File: config.mk
export PLATFORM = sky130hd
export DESIGN_NAME = vga_cfg_regbank
export DESIGN_NICKNAME = d
export VERILOG_FILES = /design/src/rtl/vga_cfg_regbank.sv
export SDC_FILE = /design/constraint.sdc
export NUM_CORES = 1
export LEC_CHECK = 0
export BUFFER_PORTS_ARGS = -buffer_cell sky130_fd_sc_hd__buf_2
export CORE_MARGIN = 8
export CORE_UTILIZATION = 60
export CTS_BUF_LIST = sky130_fd_sc_hd__clkbuf_2 sky130_fd_sc_hd__clkbuf_4 sky130_fd_sc_hd__clkbuf_8
export DETAILED_ROUTE_END_ITERATION = 8
export GPL_TIMING_DRIVEN = 1
export PLACE_DENSITY = 0.8
export SLEW_MARGIN = 15
export SYNTH_ARGS = -nofsm -noshare
export SYNTH_HDL_FRONTEND = slang
export SYNTH_SLANG_ARGS = --single-unit
File: constraint.sdc
create_clock -name clk -period 2.3 [get_ports clk]
set_input_delay 0.46 -clock clk [delete_from_list [all_inputs] [get_ports clk]]
set_output_delay 0.46 -clock clk [all_outputs]
set_load 0.01 [all_outputs]
File: src/rtl/vga_cfg_regbank.sv
// SPI-programmed configuration register bank with shadow/active copies.
// Writes land in shadow registers and are promoted to the active image on
// frame_start, or straight away when the command carries the IMM flag.
// Reads return active values on miso, MSB first, auto-incrementing address.
module vga_cfg_regbank #(
    parameter int unsigned                NUM_REGS    = 4,
    parameter int unsigned                DATA_W      = 8,
    parameter logic [NUM_REGS*DATA_W-1:0] RESET_VALUE = 32'hBBFC_0000
) (
    input  logic                         clk,
    input  logic                         rst_n,
    input  logic                         ena,
    input  logic                         ss,
    input  logic                         sclk,
    input  logic                         mosi,
    output logic                         miso,
    output logic                         miso_oe,
    input  logic                         frame_start,
    output logic [NUM_REGS*DATA_W-1:0]   cfg_out,
    output logic                         pending,
    output logic                         commit
);

    localparam int unsigned CNT_W = $clog2(DATA_W) + 1;

    localparam logic [1:0] IDLE = 2'd0;
    localparam logic [1:0] CMD  = 2'd1;
    localparam logic [1:0] DATA = 2'd2;

    logic [2:0]                 ss_p;
    logic [2:0]                 sclk_p;
    logic [1:0]                 mosi_p;
    logic                       ss_fall, ss_rise, sclk_rise, sclk_fall, mosi_s;

    logic [1:0]                 state;
    logic [CNT_W-1:0]           bit_cnt;
    logic [6:0]                 cmd_sr;
    logic                       is_wr;
    logic                       imm;
    logic [6:0]                 addr;
    logic [6:0]                 addr_nxt;
    logic [DATA_W-2:0]          wsr;
    logic [DATA_W-1:0]          rsr;
    logic [DATA_W-1:0]          word_in;
    logic [DATA_W-1:0]          rd_word;
    logic                       addr_ok;
    logic                       wr_done;
    logic                       word_last;

    logic [NUM_REGS*DATA_W-1:0] shadow;
    logic [NUM_REGS-1:0]        dirty;

    // Two-flop synchronizers plus one previous-sample flop for edge detection
    always_ff @(posedge clk or negedge rst_n) begin
        if (!rst_n) begin
            ss_p   <= '1;
            sclk_p <= '0;
            mosi_p <= '0;
        end else begin
            ss_p   <= {ss_p[1:0], ss};
            sclk_p <= {sclk_p[1:0], sclk};
            mosi_p <= {mosi_p[0], mosi};
        end
    end

    assign ss_fall   =  ss_p[2]   & ~ss_p[1];
    assign ss_rise   = ~ss_p[2]   &  ss_p[1];
    assign sclk_rise =  sclk_p[1] & ~sclk_p[2];
    assign sclk_fall = ~sclk_p[1] &  sclk_p[2];
    assign mosi_s    =  mosi_p[1];

    // Datapath helpers: incoming word, range check, active-register read mux
    always_comb begin
        word_in   = {wsr, mosi_s};
        addr_ok   = 32'(addr) < NUM_REGS;
        addr_nxt  = (addr == '1) ? addr : addr + 1'b1;
        word_last = bit_cnt == CNT_W'(DATA_W - 1);
        wr_done   = ena && !ss_rise && (state == DATA) && is_wr && sclk_rise && word_last;
        rd_word   = '0;
        for (int unsigned i = 0; i < NUM_REGS; i++) begin
            if (32'(addr) == i) rd_word = cfg_out[i*DATA_W +: DATA_W];
        end
    end

    // Transaction framing FSM: command decode, write shift-in, read shift-out
    always_ff @(posedge clk or negedge rst_n) begin
        if (!rst_n) begin
            state   <= IDLE;
            bit_cnt <= '0;
            cmd_sr  <= '0;
            is_wr   <= 1'b0;
            imm     <= 1'b0;
            addr    <= '0;
            wsr     <= '0;
            rsr     <= '0;
        end else if (!ena || ss_rise) begin
            state <= IDLE;
            rsr   <= '0;
        end else if (ss_fall) begin
            state   <= CMD;
            bit_cnt <= '0;
            rsr     <= '0;
        end else begin
            case (state)
                CMD: begin
                    if (sclk_rise) begin
                        cmd_sr <= {cmd_sr[5:0], mosi_s};
                        if (bit_cnt == CNT_W'(7)) begin
                            state   <= DATA;
                            bit_cnt <= '0;
                            is_wr   <= cmd_sr[6];
                            imm     <= cmd_sr[5];
                            addr    <= {1'b0, cmd_sr[4:0], mosi_s};
                        end else begin
                            bit_cnt <= bit_cnt + 1'b1;
                        end
                    end
                end
                DATA: begin
                    if (is_wr && sclk_rise) begin
                        wsr     <= word_in[DATA_W-2:0];
                        bit_cnt <= word_last ? '0 : bit_cnt + 1'b1;
                        if (word_last) addr <= addr_nxt;
                    end else if (!is_wr && sclk_fall) begin
                        // first falling edge of each word loads, the rest shift
                        if (bit_cnt == '0) begin
                            rsr  <= rd_word;
                            addr <= addr_nxt;
                        end else begin
                            rsr <= {rsr[DATA_W-2:0], 1'b0};
                        end
                        bit_cnt <= word_last ? '0 : bit_cnt + 1'b1;
                    end
                end
                default: ;
            endcase
        end
    end

    // Shadow/active updates: frame commit first, word write after so it wins
    always_ff @(posedge clk or negedge rst_n) begin
        if (!rst_n) begin
            shadow  <= RESET_VALUE;
            cfg_out <= RESET_VALUE;
            dirty   <= '0;
            commit  <= 1'b0;
        end else begin
            commit <= 1'b0;
            if (ena && frame_start && (|dirty)) begin
                for (int unsigned i = 0; i < NUM_REGS; i++) begin
                    if (dirty[i]) cfg_out[i*DATA_W +: DATA_W] <= shadow[i*DATA_W +: DATA_W];
                end
                dirty  <= '0;
                commit <= 1'b1;
            end
            if (wr_done) begin
                for (int unsigned i = 0; i < NUM_REGS; i++) begin
                    if (32'(addr) == i) begin
                        shadow[i*DATA_W +: DATA_W] <= word_in;
                        dirty[i]                   <= ~imm;
                        if (imm) cfg_out[i*DATA_W +: DATA_W] <= word_in;
                    end
                end
                if (imm && addr_ok) commit <= 1'b1;
            end
        end
    end

    assign miso    = ena & rsr[DATA_W-1];
    assign miso_oe = ena & ~ss_p[1];
    assign pending = |dirty;

endmodule

==> results.json <==
{
  "postSynthNetCount": 509,
  "die_w_um": 111,
  "yosys_register_bits": 114,
  "cts.sinks": 114,
  "p_per_area_mw_per_mm2": 713,
  "timing.critical_path.from": "addr[4]",
  "grt.overflow.total": 0,
  "grt_pass1_vias": 4324,
  "avgRoutedWirePerCell_um": 19.2,
  "avgSynthCellArea_um2": 11.0,
  "drt_iter0_drc": 289,
  "gr-usage-all-layers_pct": 21.3,
  "num_rows": 34,
  "numCtsBuffers": 17,
  "hold_path_class": "input port to register",
  "ys_top_cells_by_area": "dfrtp_1, dfstp_2, mux2_2",
  "fin_crit_ns": 2.18,
  "cts-hold-fix-buffers": 1,
  "yosysMostFrequentCell": "dfrtp_1",
  "grt_pass1_wl_mm": 21.5,
  "initial_core_util_pct": 62.0,
  "required_ns": 2.60,
  "grt_max_degree": 48,
  "cts_tree": "yes",
  "cts-root-buf": "clkbuf_8",
  "synth_edf_count": 0,
  "diodes": 0,
  "synth_ff_type": "dfrtp_1",
  "crit_type": "register to register",
  "worstSetupStartpointType": "register",
  "synth.distinct_cells": 49,
  "syn_area_mm2": 0.00543,
  "yosysTopAreaCell": "dfrtp_1",
  "postRouteAntennaNets": 0,
  "dp_hpwl_mm": 9.00,
  "clk_pin_slew_ns": 0.08,
  "crit_path_max_fanout": 9,
  "regArea_mm2": 0.00289,
  "min-delay-start": "ss",
  "rrSetupSlack_ns": 0.12,
  "power.leakage_nw": 3.25,
  "boundaryPins": 43,
  "clock_skew_ns": 0.0134,
  "coreArea_mm2": 0.00876,
  "vdd_drop_max_uv": 485,
  "setup-violations-final": 0,
  "drv_cap": 0,
  "synth_top_cell_area_share_pct": 40.1,
  "insertion_delay_ns": 0.43,
  "hold_violations": 0,
  "hold_ws_ns": 0.133,
  "final_layout_size_suffix_gt1_share_pct": 32.3,
  "fmaxAchievable_mhz": 459,
  "fillers": 628,
  "cts_resized": 0,
  "end_kind": "register",
  "critical_path_arrival_ns": 2.48,
  "remaining_drc_errors": 0,
  "final_max_slew_viol_count": 0,
  "place_congestion": 0.846,
  "max_slew_margin_pct": 60.4,
  "antenna_found_initial": 0,
  "fin_setup_tns_ns": 0,
  "routed_wl_mm": 12.9,
  "vias": 4147,
  "post_cts_buffers": 0,
  "cts_buffer_depth": 2,
  "rsz0062_at_grt": "false",
  "r2r-start": "addr[4]",
  "syn_inst": 494,
  "yosys_warnings": 0,
  "fin_util_pct": 71.4,
  "async_flop_share_pct": 100,
  "multi_input_area_mm2": 0.00239,
  "die_area_mm2": 0.0124,
  "synth_commonest_cells": "dfrtp_1, a21oi_1, nor2_1",
  "htree_levels": 4,
  "max_slew.worst_pin.slew_ns": 0.593,
  "finalCritPeriodShare_pct": 94.8,
  "drt_pass1_iterations": 5,
  "portBuffers": 42,
  "finalNetCount": 565,
  "synth-seq-area-share_pct": 53.1,
  "syn_to_final_growth_pct": 15.2,
  "viasPerCell": 6.18,
  "status": "finished clean",
  "fp.dieH_um": 111
}
-- final cells by class --
| type | count | area share, % |
|---|---|---|
| timing repair buffer | 66 | 6.52 |
| clock inverter | 15 | 2.58 |
| multi-input combinational | 341 | 38.3 |
| clock buffer | 17 | 3.74 |
| sequential | 114 | 46.1 |
| inverter | 10 | 0.600 |
| tap | 108 | 2.16 |
-- flip-flops by register name, indices dropped and copies added (netlist names) --
signal   flops
mosi_p       2
sclk_p       3
bit_cnt      4
commit       1
is_wr        1
ss_p         3
rsr          8
cfg_out     32
state        2
shadow      32
wsr          7
dirty        4
cmd_sr       7
imm          1
addr         7
-- cells by family (layout without fill, tap and decap cells) --
family	after synthesis	in the layout	share of synthesized area, %
and+or+nand+nor	141	141	13.5
DFF	114	114	53.1
AOI/OAI and AO/OA	109	109	12.3
muxes	83	83	16.4
buffers and inverters	39	108	2.76
adders and majority gates	8	8	1.84
-- final timing paths --
kind / to / cells after the start
max: shadow[17] / 4
min: ss_p[0] / 1
max reg2reg: shadow[17] / 4
min reg2reg: sclk_p[1] / 0
max in group asynchronous: cfg_out[23] / 3
min in group asynchronous: cfg_out[30] / 2
-- power breakdown --
part / total (mW) / switching [mW] / internal [mW]
Combinational: 0.456 / 0.295 / 0.161
Sequential: 2.13 / 0.0671 / 2.06
Clock: 1.88 / 0.968 / 0.909
-- routing by layer --
layer / share of wire, % / global-route usage [%] / up-vias
met1: 43 / 27.0 / 2084
met4: 1.9 / 7.91 / 0
li1: - / - / 1894
met5: 0 / 0 / -
met2: 49 / 34.6 / 148
met3: 6.1 / 5.09 / 21
-- through the flow --
stage	power (mW)	cells	instance area (um2)	worst slack [ns]
2_1_floorplan	2.42	494	5430	0.161
3_3_place_gp	2.59	638	5850	0.203
3_5_place_dp	2.60	638	5850	0.149
4_1_cts	4.48	671	6260	0.125
5_1_grt	4.63	671	6260	0.0581
6_report	4.46	671	6260	0.120
-- cell usage in the layout, fill, tap and decap left out, types with 4 or more instances in the layout --
cell type	n
dfrtp_1	87
a21oi_1	56
nor2_1	51
mux2_2	46
buf_2	41
mux2i_1	35
nand2_1	32
dfstp_2	27
buf_4	23
clkbuf_8	17
nand3_1	13
o21ai_0	12
inv_1	10
ha_1	8
a221oi_1	7
o221ai_1	7
a211oi_1	7
a31oi_1	6
and3_1	6
inv_6	6
nand4_1	5
inv_8	5
nand2b_1	4
-- critical path: stages (launching register included) --
cell	delay [ns]
dfrtp_1	0.44
or4_4	0.58
or3b_1	0.47
nor2_8	0.21
mux2_2	0.35
Power figures use the tool's default switching activity.
